<file path="src/rtl/bcd_pkg.sv">
// Shared types and constants for the sequential binary-to-BCD converter.
package bcd_pkg;

    typedef enum logic [1:0] {
        IDLE  = 2'd0,
        SHIFT = 2'd1,
        FIN   = 2'd2
    } state_t;

    localparam int DIGIT_W     = 4;
    localparam int ADD3_THRESH = 5;

    // Smallest digit count whose decimal range covers every BIN_WIDTH-bit value.
    function automatic int min_digits(input int bin_width);
        longint unsigned max_val;
        longint unsigned pow;
        int              d;
        max_val = (64'd1 << bin_width) - 64'd1;
        pow     = 64'd1;
        d       = 0;
        while (pow <= max_val) begin
            pow = pow * 64'd10;
            d   = d + 1;
        end
        return d;
    endfunction

endpackage

</file>
<file path="src/rtl/bcd_add3.sv">
// Double-dabble correction cell: adds 3 to a BCD digit of 5 or more before it is doubled.
module bcd_add3
    import bcd_pkg::*;
(
    input  logic [DIGIT_W-1:0] digit,
    output logic [DIGIT_W-1:0] corrected
);

    always_comb begin
        corrected = digit;
        if (digit >= DIGIT_W'(ADD3_THRESH)) begin
            corrected = digit + DIGIT_W'(3);
        end
    end

endmodule

</file>
<file path="src/rtl/bcd_seq_converter.sv">
// Sequential binary-to-BCD converter, one double-dabble step per clock.
// Optional leading-zero blanking output enabled by defining LEADING_ZERO_BLANK_EN.
module bcd_seq_converter
    import bcd_pkg::*;
#(
    parameter int BIN_WIDTH = 16,
    parameter int DIGITS    = 5
)
(
    input  logic                         clk,
    input  logic                         rst,
    input  logic                         start,
    input  logic [BIN_WIDTH-1:0]         bin,
    output logic                         busy,
    output logic                         done,
    output logic [DIGIT_W*DIGITS-1:0]    bcd
`ifdef LEADING_ZERO_BLANK_EN
    ,
    output logic [DIGITS-1:0]            blank
`endif
);

    localparam int BCD_W = DIGIT_W * DIGITS;
    localparam int CNT_W = $clog2(BIN_WIDTH + 1);

    if (DIGITS < min_digits(BIN_WIDTH)) begin : g_param_check
        $error("bcd_seq_converter: DIGITS=%0d too small for BIN_WIDTH=%0d", DIGITS, BIN_WIDTH);
    end

    state_t                 state_reg;
    logic [BCD_W-1:0]       scratch_reg;
    logic [BIN_WIDTH-1:0]   bin_reg;
    logic [CNT_W-1:0]       cnt_reg;
    logic [BCD_W-1:0]       bcd_reg;
    logic                   busy_reg;
    logic                   done_reg;

    logic [BCD_W-1:0]           corrected_next;
    logic [BCD_W+BIN_WIDTH-1:0] shift_next;

    for (genvar gi = 0; gi < DIGITS; gi++) begin : g_add3
        bcd_add3 u_add3 (
            .digit     (scratch_reg[gi*DIGIT_W +: DIGIT_W]),
            .corrected (corrected_next[gi*DIGIT_W +: DIGIT_W])
        );
    end

    // Bits leaving the top of the scratch register fall off inside the shift.
    assign shift_next = {corrected_next, bin_reg} << 1;

    always_ff @(posedge clk or posedge rst) begin
        if (rst) begin
            state_reg   <= IDLE;
            scratch_reg <= '0;
            bin_reg     <= '0;
            cnt_reg     <= '0;
            bcd_reg     <= '0;
            busy_reg    <= 1'b0;
            done_reg    <= 1'b0;
        end else begin
            done_reg <= 1'b0;
            case (state_reg)
                IDLE: begin
                    if (start) begin
                        bin_reg     <= bin;
                        scratch_reg <= '0;
                        cnt_reg     <= CNT_W'(BIN_WIDTH);
                        busy_reg    <= 1'b1;
                        state_reg   <= SHIFT;
                    end
                end
                SHIFT: begin
                    scratch_reg <= shift_next[BCD_W+BIN_WIDTH-1:BIN_WIDTH];
                    bin_reg     <= shift_next[BIN_WIDTH-1:0];
                    cnt_reg     <= cnt_reg - CNT_W'(1);
                    if (cnt_reg == CNT_W'(1)) begin
                        state_reg <= FIN;
                    end
                end
                FIN: begin
                    bcd_reg   <= scratch_reg;
                    done_reg  <= 1'b1;
                    busy_reg  <= 1'b0;
                    state_reg <= IDLE;
                end
                default: begin
                    state_reg <= IDLE;
                end
            endcase
        end
    end

    assign busy = busy_reg;
    assign done = done_reg;
    assign bcd  = bcd_reg;

`ifdef LEADING_ZERO_BLANK_EN
    logic [DIGITS-1:0] blank_next;
    logic [DIGITS-1:0] blank_reg;

    // Units digit never blanks so a zero result still shows one "0".
    assign blank_next[0] = 1'b0;
    for (genvar gi = 1; gi < DIGITS; gi++) begin : g_blank
        if (gi == DIGITS - 1) begin : g_top
            assign blank_next[gi] = (scratch_reg[gi*DIGIT_W +: DIGIT_W] == '0);
        end else begin : g_mid
            assign blank_next[gi] = (scratch_reg[gi*DIGIT_W +: DIGIT_W] == '0) & blank_next[gi+1];
        end
    end

    always_ff @(posedge clk or posedge rst) begin
        if (rst) begin
            blank_reg <= '0;
        end else if (state_reg == FIN) begin
            blank_reg <= blank_next;
        end
    end

    assign blank = blank_reg;
`endif

endmodule
</file>
<file path="config.mk">
export PLATFORM = sky130hd
export DESIGN_NAME = bcd_seq_converter
export DESIGN_NICKNAME = d
export VERILOG_FILES = /design/src/rtl/bcd_pkg.sv /design/src/rtl/bcd_add3.sv /design/src/rtl/bcd_seq_converter.sv
export SDC_FILE = /design/constraint.sdc
export NUM_CORES = 1
export LEC_CHECK = 0
export BUFFER_PORTS_ARGS = -buffer_cell sky130_fd_sc_hd__clkbuf_2
export CAP_MARGIN = 40
export CELL_PAD_IN_SITES_DETAIL_PLACEMENT = 0
export CELL_PAD_IN_SITES_GLOBAL_PLACEMENT = 2
export CORE_MARGIN = 4
export CORE_UTILIZATION = 41
export DETAILED_ROUTE_END_ITERATION = 10
export PLACE_DENSITY_LB_ADDON = 0.1
export SLEW_MARGIN = 20
export SYNTH_ARGS = -nofsm -noshare
export SYNTH_HDL_FRONTEND = slang
export SYNTH_SLANG_ARGS = --single-unit
</file>
<file path="constraint.sdc">
create_clock -name clk -period 2.7 [get_ports clk]
set_clock_uncertainty 0.05 [all_clocks]
set_input_delay 0.135 -clock clk [delete_from_list [all_inputs] [get_ports clk]]
set_output_delay 0.135 -clock clk [all_outputs]
set_load 0.05 [all_outputs]
</file>
# ---- After elaboration in Yosys (flattened, before gate mapping)
# Cells that the tools add are included.
dict set report op_classes {
  n_addsub 6
  order_cmp 5
  n_eq_ne 5
  muxes 17
  reduce_logical 6
}
# operator count
set ops {}
lappend ops {{$pmux W20 S2} 1}
lappend ops {{$pmux W16 S2} 1}
lappend ops {{$ge A4 B3 Y1 const B} 5}
lappend ops {{$mux W20} 1}
lappend ops {{$add A4 B2 Y4 const B} 4}
lappend ops {{$mux W16} 1}
lappend ops {{$mux W4} 4}
lappend ops {{$pmux W5 S2} 1}
lappend ops {{$reduce_and A2 Y1} 3}
lappend ops {{$eq A5 B1 Y1 const B} 1}
lappend ops {{$mux W5} 1}
lappend ops {{$sub A5 B1 Y5 const B} 1}
lappend ops {{$mux W2} 2}
lappend ops {{$ne A2 B2 Y1 const B} 2}
lappend ops {{$pmux W2 S2} 1}
lappend ops {{$reduce_bool A2 Y1} 2}
lappend ops {{$add A3 B2 Y3 const B} 1}
lappend ops {{$mux W3} 1}
lappend ops {{$eq A2 B1 Y1 const B} 1}
lappend ops {{$eq A2 B2 Y1 const B} 1}
lappend ops {{$logic_not A2 Y1} 1}
lappend ops {{$mux W1} 2}
lappend ops {{$pmux W1 S2} 1}
dict set report word_totals {
  reg_bits 65
  inputBits 19
  output_inout_bits 22
  elab_cells 46
}

# ---- Logic depth before layout (Yosys ltp)
# Gate-level depths: netlist of the first run.
dict set report logic_depth {
  depth_word 3
  mapped_depth 6
  ltp_nobuf 6
}

# ---- Hierarchy
# Synthesis of the first run repeated with hierarchy kept, for this count alone.
dict set report unflattened {
  cells_unflattened 290
  hier_area_um2 3174.3
}
# mod instances cells_each area_per_inst_um2 seq_area_each_um2
set modules_own_cells {}
lappend modules_own_cells {bcd_seq_converter 1 210 2667.6 1626.6}
lappend modules_own_cells {bcd_add3 5 16 101.3 0.0}

# ---- Worst setup path after synthesis of the first run
# Ideal clock, no wire load.
dict set report synth_path {
  kind {reg-to-reg}
  start {register state_reg[0]}
  end {register scratch_reg[19]}
  setup_ns 0.122
  arrival_ns 1.363
  t_required_ns 2.528
  path_slack_ns 1.165
  stages_incl_launch_ff 7
  n_path_buf 2
  synth_period_minus_slack_ns 1.535
  cell_sequence {dfrtp_1 > or3b_1 > buf_6 > nand2_8 > buf_12 > o31ai_2 > a32o_1}
}
dict set report synth_via {
  elab_chain_len 3
  elab_cells_between_ends 6
  classes_between {2 x eq/ne; 1 x mux; 3 x reduce/logical}
}
# item line
set synth_lines {}
lappend synth_lines {{start: declaration} bcd_seq_converter.sv:30} ;# state_t state_reg;
lappend synth_lines {{start signal: assignment} bcd_seq_converter.sv:53} ;# state_reg <= IDLE;
lappend synth_lines {{start signal: assignment} bcd_seq_converter.sv:69} ;# state_reg <= SHIFT;
lappend synth_lines {{start signal: assignment} bcd_seq_converter.sv:77} ;# state_reg <= FIN;
lappend synth_lines {{$eq A2 B1 Y1 / $logic_not A2 Y1 (equally long branches)} bcd_seq_converter.sv:62} ;# case (state_reg)
lappend synth_lines {{$reduce_bool A2 Y1 (no line) / $ne A2 B2 Y1 (equally long branches)} -}
lappend synth_lines {{$reduce_and A2 Y1 (no line)} -}
lappend synth_lines {{end signal: assignment} bcd_seq_converter.sv:73} ;# scratch_reg <= shift_next[BCD_W+BIN_WIDTH-1:BIN_WIDTH];
lappend synth_lines {{end: declaration} bcd_seq_converter.sv:31} ;# logic [BCD_W-1:0] scratch_reg;
# Several ways; a longest one is shown, not always the timed one.
# A chain may end at the register's enable or synchronous reset.

# ---- Final worst setup path of the first run
dict set report layout_path {
  start {register state_reg[1]}
  end {register cnt_reg[3]}
}
dict set report layout_via {
  elab_chain_len 3
  elab_cells_between_ends 6
  classes_between {2 x eq/ne; 1 x mux; 3 x reduce/logical}
}
# item line
set layout_lines {}
lappend layout_lines {{$eq A2 B1 Y1 / $logic_not A2 Y1 (equally long branches)} bcd_seq_converter.sv:62}
lappend layout_lines {{$reduce_bool A2 Y1 (no line) / $ne A2 B2 Y1 (equally long branches)} -}
lappend layout_lines {{$reduce_and A2 Y1 (no line)} -}
lappend layout_lines {{end signal: assignment} bcd_seq_converter.sv:67} ;# cnt_reg <= CNT_W'(BIN_WIDTH);
lappend layout_lines {{end signal: assignment} bcd_seq_converter.sv:75} ;# cnt_reg <= cnt_reg - CNT_W'(1);
lappend layout_lines {{end: declaration} bcd_seq_converter.sv:33} ;# logic [CNT_W-1:0] cnt_reg;
# Several ways; a longest one is shown, not always the timed one.

==> metrics.txt, run 1 <==
count leader, synth=dfrtp_1; Clock Sinks=65; Main synth FF type=dfrtp_1; first-pass iteration count of the detailed router=4; FF-to-FF path depth=4; area of the multi-input gates=about 0.0012 mm²; # IOs=41; Worst Hold Class=input pin to flop; Synth area leader=dfrtp_1; Rel. slew slack=53.3%; Final ANT Viol Nets=0; dpl ws=0.975 ns; DP Area=0.00326 mm²; Fin Setup TNS=0 ns; register area share after synthesis=54.6%; area fraction of the dominant cell type after synthesis=between 50% and 60%; initial core utilization=43.1%; Pwr Density=~1300 mW/mm²; DRC viols=0; minimum clock period=1.74 ns; FMAX=approximately 0.58 GHz; final hold slack=0.0181 ns; Cell variety after synth=35; vias in the first global route=2151; Post-DP HPWL=between 3000 and 4000 µm; Max FO, Critical Path=21; DIE WIDTH=93.2 µm; # fillers=648; commonest cells in the synthesized netlist=dfrtp_1, nand2_1, mux2_2; Leak=1.78 nW; first-pass GRT wire length=10100 µm; cell count after synthesis=251; Post-Syn Nets=between 200 and 300; status=finished clean; RSZ-0062 raised after global routing=false; Max IR drop VDD=~0.4 mV; Hold Path Depth=3; final instance area=0.00366 mm²; post-CTS setup buffers=0; core area=0.00691 mm²; largest net degree at the start of global routing=35; die extent in y=93.2 µm; max cap viols=0; setup ws final=0.963 ns; Die Area=0.00869 mm²; Max Slew Vio Count=0; CTS max path bufs=2; Placer Congestion=0.730; TritonCTS clock tree=done; hold endpoint=busy; total gr overflow=0; CTS buffer count=9; Syn Area/Cell=11.9 µm²; FF+latch count, synth=65; Skew-Pair Late Insertion Delay=0.34 ns; Post-Syn Area=0.00298 mm²; Slew @ Worst Pin=between 0.7 and 0.8 ns; CP arrival=1.90 ns; Crit Reg-Reg Endpoint=cnt_reg[3]; CP Capture Type=flop; final setup vio count=0; Hold Fails Final Rpt=0; initial antenna violation count=0; r2r setup slk=0.96 ns; ant diodes=0; via count=between 2000 and 2500; hold_sp=start; CTS clk-pin slew, worst paths=0.07 ns; total wire length=between 5000 and 6000 µm; FFs w/ async S/R, synth=100%; Final period util=64.3%; WL/cell=14.0 µm; number of flops mapped to enable cells by yosys=0; CTS HTree Levels=3; Worst Path Required=2.86 ns; CP Launch Type=flop; Global Route Usage Sum=14.8%; synthesis-to-finish area growth=22.9%; Sequential cell area=~0.0016 mm²; ranking of synthesized cells by area=dfrtp_1, mux2_2, ha_1, nand2_1, a22oi_1; DR iter-0 viols=67; Setup CP Type=flop to flop; IO Port Bufs=40; site row count=30; Root Driver=clkbuf_8; layout cells sized above 1=27.8%; warnings from Yosys=0; RR Startpoint=state_reg[1]; final net count=roughly 340; Via density=4.98
worst max-delay path: stages, from the launching register on:
cell      delay [ns]
dfrtp_1         0.43
nand2b_2        0.44
or4_1           0.52
nand3_1         0.09
o21ai_0         0.09
metal layers:
layer	global-route usage, %	wire length [µm]	vias up
li1	-	-	1007
met5	0	0	-
met4	7.69	103	0
met1	17.8	2620	1008
met2	25.0	2860	33
met3	2.98	183	10
where the power goes:
| group | leakage (nW) | switching, mW | internal, mW |
|---|---|---|---|
| Combinational | 0.836 | 1.22 | 0.774 |
| Sequential | 0.832 | 0.301 | 1.38 |
| Clock | 0.115 | 0.371 | 0.567 |
| Total | 1.78 | 1.89 | 2.73 |
stage by stage:
| step | total power [mW] | utilization (%) | std cells |
|---|---|---|---|
| 2_1_floorplan | 3.31 | - | 251 |
| 3_3_place_gp | 3.69 | 47.2 | 380 |
| 3_5_place_dp | 3.71 | 47.2 | 380 |
| 4_1_cts | 4.69 | 53.0 | 413 |
| 5_1_grt | 4.99 | 53.0 | 413 |
| 6_report | 4.62 | 53.0 | 413 |
repair_timing:
item	4_1_cts	5_1_grt
hold buffers	17	0
gates resized for setup	0	0
hold endpoints to repair	47	0
setup endpoints to repair	0	0
cell type report:
cell class / count / area share [%]
inverters: 14 / 1.44
repair buffers: 62 / 11.5
multi-input cells: 160 / 33.0
well taps: 96 / 3.28
flip-flops and latches: 65 / 44.5
clock buffers: 11 / 4.14
clock inverters: 5 / 2.12
worst max path at each step:
| stage | to | startpoint |
|---|---|---|
| 2_1_floorplan | bcd[0] | rst |
| 3_3_place_gp | cnt_reg[3] | state_reg[1] |
| 3_5_place_dp | cnt_reg[3] | state_reg[1] |
| 4_1_cts | cnt_reg[3] | state_reg[1] |
| 5_1_grt | cnt_reg[3] | state_reg[1] |
| 6_report | cnt_reg[3] | state_reg[1] |
logic make-up (layout without fill, tap and decap cells):
family          count (synthesis)  after routing  share of synthesized area [%]
flops                          65             65                           54.6
mux                            26             26                           9.58
buf+inv                        26             92                           4.83
fa+ha+maj                      12             12                           5.04
compound gates                 56             56                           13.5
xor+xnor                        8              8                           2.35
simple gates                   58             58                           10.1
cells in the final DEF (no fill, tap or decap), drive strengths merged, types with 2 or more instances in the layout:
cell type	instances
nand2	36
mux2i	6
nor2	3
buf	5
nand2b	6
o31ai	6
a32o	5
o21ai	9
nand3	4
mux2	20
nor3b	2
dfrtp	65
dlygate4sd3	17
o32ai	3
clkinv	2
xnor2	5
a22oi	15
o22ai	6
inv	14
a22o	5
xor2	3
ha	12
bufinv	2
a21oi	7
clkbuf	51
Power figures use the tool's default switching activity.
==> run 2, diff against run 1 <==
Settings changed: ABC_AREA set to 1, CORE_UTILIZATION 41 to 34.
Clock period 2.7 ns to 1.8 ns, I/O delays scaled along.
==> run 2 against run 1 <==
  * Flip-flop and latch count stayed put
  * Via count grew 24%
  * Maximum frequency increased by 26%
  * Synthesized cell count rose by 49%
  * Die area up 22%
  * Wire length grew 19%
  * Final cell count rose by 33%
  * Synthesized area is 3.1% higher
==> metrics.txt, run 2 <==
Global Route Usage Sum=14.2%; initial core utilization=35.0%; first-pass GRT wire length=11700 µm; CP Capture Type=flop; CP Launch Type=flop; DP Area=between 0.003 and 0.004 mm²; RSZ-0062 raised after global routing=false; vias in the first global route=between 2000 and 3000; Final period util=76.6%; cell count after synthesis=373; Fin Setup TNS=0 ns; Core Util, Final=a little over two fifths; Max IR drop VDD=0.529 mV; Rel. slew slack=75.0%; register area share after synthesis=53.0%; Skew-Pair Late Insertion Delay=0.33 ns; commonest cells in the synthesized netlist=nand2_1, dfrtp_1, nand3_1; site row count=34; layout cells sized above 1=15.2%; total wire length=6830 µm; DRC viols=0; number of flops mapped to enable cells by yosys=0; r2r setup slk=0.42 ns; die extent in y=103 µm; CP Cell Sequence=inv_1 > ha_1 > inv_1 > nand2_1 > nand3_1 > nand2_1 > o21bai_1; CTS HTree Levels=3; DR iter-0 viols=80; Cell variety after synth=16; Main synth FF type=dfrtp_1; Hold Path Depth=3; CP arrival=1.58 ns; Via density=between 4 and 5; count leader, synth=nand2_1; via count=2543; DIE WIDTH=between 100 and 150 µm; synthesis-to-finish area growth=23.2%; Synth area leader=dfrtp_1; Worst Path Required=2.01 ns; placed cell count=515; Post-Syn Nets=404; FF-to-FF path depth=7; Pwr Density=approximately 1700 mW/mm²; commonest non-fill, non-tap cell in the layout=nand2_1; Leak=~2 nW; # IOs=41; final hold slack=just over 0.07 ns; max cap viols=0; Worst Hold Class=input pin to flop; Post-Syn Area=0.00307 mm²; Hold Fails Final Rpt=0; status=finished clean; CTS max path bufs=2; CTS buffer count=9; CTS clk-pin slew, worst paths=0.07 ns; FFs w/ async S/R, synth=between 90% and 100%; Root Driver=clkbuf_8; initial antenna violation count=0; FF+latch count, synth=65; Max FO, Critical Path=5; IO Port Bufs=40; WL/cell=12.5 µm; Post-CTS Resized=0; area fraction of the dominant cell type after synthesis=53.0%; Clock Sinks=65; first-pass iteration count of the detailed router=4; Max Slew Vio Count=0; Syn Area/Cell=8.23 µm²; ranking of synthesized cells by area=dfrtp_1, nand2_1, nand3_1, ha_1, o21ai_0; warnings from Yosys=0; minimum clock period=1.38 ns; Final ANT Viol Nets=0; setup ws final=between 0.4 and 0.5 ns; Post-DP HPWL=4480 µm; largest net degree at the start of global routing=66; TritonCTS clock tree=done; Slew @ Worst Pin=0.375 ns; final net count=466; Post-Layout Cell Count=548; dpl ws=0.441 ns; final instance area=0.00378 mm²; hold buffer count at CTS=17; FMAX=0.725 GHz; core area=0.00876 mm²; Final Total Pwr=~6.5 mW; post-CTS setup buffers=0; Setup CP Type=flop to flop; Die Area=0.0106 mm²; final setup vio count=0; ant diodes=0; Worst path max stage delay=0.42 ns; total gr overflow=0; Placer Congestion=between 0.7 and 0.8; Critical Path Slowest Stage Cell=dfrtp_1; most frequent cells in the layout=nand2_1, dfrtp_1, nand3_1, clkbuf_2, inv_1
## run 2: cell count changes in the layout (fill, tap and decap cells not counted), moves of 7 or more
cell     previous run  this run
mux2_2             20         0
o21ai_1             0         9
a21oi_1             7         0
o21ai_0             9        30
nand3_1             4        43
a22oi_1            15         0
nand4_1             0        12
nand2_1            35       139
inv_1              13        37
## run 2: cell families (layout without fill, tap and decap cells)
| kind of cell | Yosys count | in the layout | share of synthesized area, % |
|---|---|---|---|
| AND/OR/NAND/NOR | 199 | 199 | 27.2 |
| AO/OA/AOI/OAI | 44 | 44 | 7.58 |
| adder cells (fa/ha/maj) | 12 | 12 | 4.89 |
| buffers and inverters | 53 | 120 | 7.30 |
| flip-flops | 65 | 65 | 53.0 |
## run 2: area by class of cell
class                   instances  area (µm²)
flip-flops and latches         65        1630
repair buffers                 63         440
well taps                     108         135
clock inverters                 2        35.0
inverters                      41         154
multi-input cells             255        1220
fillers                       919        4980
clock buffers                  14         173
## run 2: routing by layer
layer | track usage [%] | part of all wire (%) | vias to the layer above
li1 | - | - | 1327
met1 | 18.8 | 49 | 1173
met3 | 2.30 | 3.2 | 7
met4 | 6.27 | 1.3 | 0
met2 | 22.8 | 47 | 36
met5 | 0 | 0 | -
## run 2: worst paths after layout
check	from	endpoint
setup / recovery	scratch_reg[12]	scratch_reg[16]
hold / removal	start	state_reg[0]
min in group asynchronous	rst	bin_reg[10]
setup reg to reg	scratch_reg[12]	scratch_reg[16]
max in group asynchronous	rst	bcd[5]
hold reg to reg	busy	busy
## run 2: critical path: cells and delay by family, from the launching register on
family | cells | cell delay [ns]
buf+inv | 2 | 0.17
compound gates | 1 | 0.14
fa+ha+maj | 1 | 0.22
simple gates | 3 | 0.31
flops | 1 | 0.42
## run 2: power breakdown
group	switching, mW	internal, mW
registers	0.368	2.03
logic	1.91	0.924
clock network	0.545	0.753
total	2.82	3.70
==> run 3, diff against run 2 <==
Clock period 1.8 ns to 1.4 ns, I/O delays scaled along.
==> run 3 against run 2 <==
  * Hold slack better by 0.031 ns
  * Largest cell class unchanged
  * Register-to-register slack worse by 0.32 ns
  * Sequential power is 29% higher
  * Non-clock buffer count is 13 higher
  * Final cell count is 2.4% higher
  * Wire length is 0.35% lower
  * Total power is 35% higher
  * First-iteration DRC count is 48% lower
  * Critical path depth is 1 lower
  * Largest power group unchanged
  * Maximum frequency is 5.9% higher
==> metrics.txt, run 3 (synthesis results as in run 2) <==
status=finished clean; CTS buffer count=9; Rel. slew slack=~77%; IO Port Bufs=40; internal power=5.06 mW; Max IR drop VDD=0.733 mV; final instance area=0.00394 mm²; Comb power frac=44.3%; power share of the clock group=20.7%; Core Util, Final=44.9%; Worst Hold Class=input pin to flop; Max Slew Vio Count=0; dpl ws=0.0616 ns; # fillers=921; Net Sw Frac=42.4%; CTS HTree Levels=3; Clock Sinks=65; TritonCTS clock tree=done; Skew-Pair Late Insertion Delay=0.33 ns; Fin Setup TNS=0 ns; Post-DP HPWL=4780 µm; Post-Layout Cell Count=561; FMAX=0.768 GHz; total wire length=about 6800 µm; # IOs=41; die extent in y=a little over 100 µm; Slew @ Worst Pin=~0.35 ns; Final ANT Viol Nets=0; initial core utilization=roughly a third; setup ws final=just under 0.1 ns; minimum clock period=1.30 ns; Die Area=0.0106 mm²; largest net degree at the start of global routing=35; Placer Congestion=0.803; WL/cell=12.1 µm; synthesis-to-finish area growth=28.3%; commonest non-fill, non-tap cell in the layout=nand2_1; Max FO, Critical Path=4; ant diodes=0; placed cell count=523; DP Area=0.00348 mm²; r2r setup slk=0.1 ns; core area=0.00876 mm²; Leak=2.08 nW; hold endpoint=busy; CP Capture Type=flop; CTS clk-pin slew, worst paths=roughly 0.07 ns; first-pass iteration count of the detailed router=4; Final Total Pwr=8.79 mW; final hold slack=approximately 0.10 ns; RR Startpoint=scratch_reg[8]; CP arrival=1.47 ns; final net count=479; sequential power share=35.1%; Pwr Density=between 2000 and 2500 mW/mm²; total gr overflow=0; final setup vio count=0; Crit Reg-Reg Endpoint=scratch_reg[9]; vias in the first global route=2461; Worst Path Required=between 1.5 and 2 ns; site row count=34; Root Driver=clkbuf_8; via count=between 2000 and 3000; DIE WIDTH=103 µm; Final period util=between 90 and 100%; Setup CP Type=flop to flop; Via density=4.63; Global Route Usage Sum=between 10% and 20%; FF-to-FF path depth=6; DRC viols=0; max cap viols=0; hold_sp=start; CTS max path bufs=2; Hold Path Depth=4; CP Launch Type=flop; Hold Fails Final Rpt=0; most frequent cells in the layout=nand2_1, dfrtp_1, nand3_1, clkbuf_2, inv_1; layout cells sized above 1=about a fifth; initial antenna violation count=0; first-pass GRT wire length=11600 µm; DR iter-0 viols=42; NetSw=3.73 mW
run 3: changes by cell type in the layout (fill, tap and decap cells not counted), sizes merged:
cell	change
inv	-1
clkinvlp	+2
clkbuf	-3
bufinv	+1
clkinv	+1
buf	+13
run 3: routing by layer:
layer / share of wire [%] / track usage (%) / routed length, µm / up-vias
met5: 0 / 0 / 0 / -
met4: 1.4 / 5.98 / 98 / 0
met3: 3.5 / 2.57 / 239 / 10
met2: 46 / 22.5 / 3160 / 43
met1: 49 / 18.6 / 3300 / 1198
li1: - / - / - / 1347
run 3: cell type report:
cell class              instances  area [µm²]  area share, %
multi-input cells             255        1240           31.5
clock inverters                 5        77.6           1.97
clock buffers                  11         151           3.84
well taps                     108         135           3.43
repair buffers                 76         551           14.0
inverters                      41         158           4.00
flip-flops and latches         65        1630           41.3
run 3: worst max-delay path by stage:
stage | startpoint | to | slack (ns)
2_1_floorplan | scratch_reg[12] | scratch_reg[13] | 0.21
3_3_place_gp | scratch_reg[4] | scratch_reg[8] | 0.07
3_5_place_dp | scratch_reg[8] | scratch_reg[10] | 0.06
4_1_cts | scratch_reg[8] | scratch_reg[9] | 0.03
5_1_grt | scratch_reg[1] | scratch_reg[1] | -0.005
6_report | scratch_reg[8] | scratch_reg[9] | 0.1
run 3: power by group through the flow:
stage / Combinational [mW] / Sequential, mW / Clock, mW
after floorplan: 2.33 / 3.55 / 0
after global placement: 3.78 / 3.11 / 0
after detailed placement: 3.80 / 3.11 / 0
after CTS: 3.85 / 3.08 / 1.89
after global routing: 4.49 / 3.19 / 1.97
final: 3.89 / 3.08 / 1.82
run 3: worst max-delay path: stages (launching register included):
cell and delay [ns]:
dfrtp_1 0.42, buf_4 0.15, ha_1 0.18, nand2_1 0.12, nand4_1 0.11, nand3_1 0.10
nand2_1 0.05
run 3: timing repair:
action,4_1_cts,5_1_grt
endpoints found under the setup margin,0,11
resized for setup,0,10
hold buffers,17,0
endpoints found under the hold margin,81,0
buffers inserted,0,5
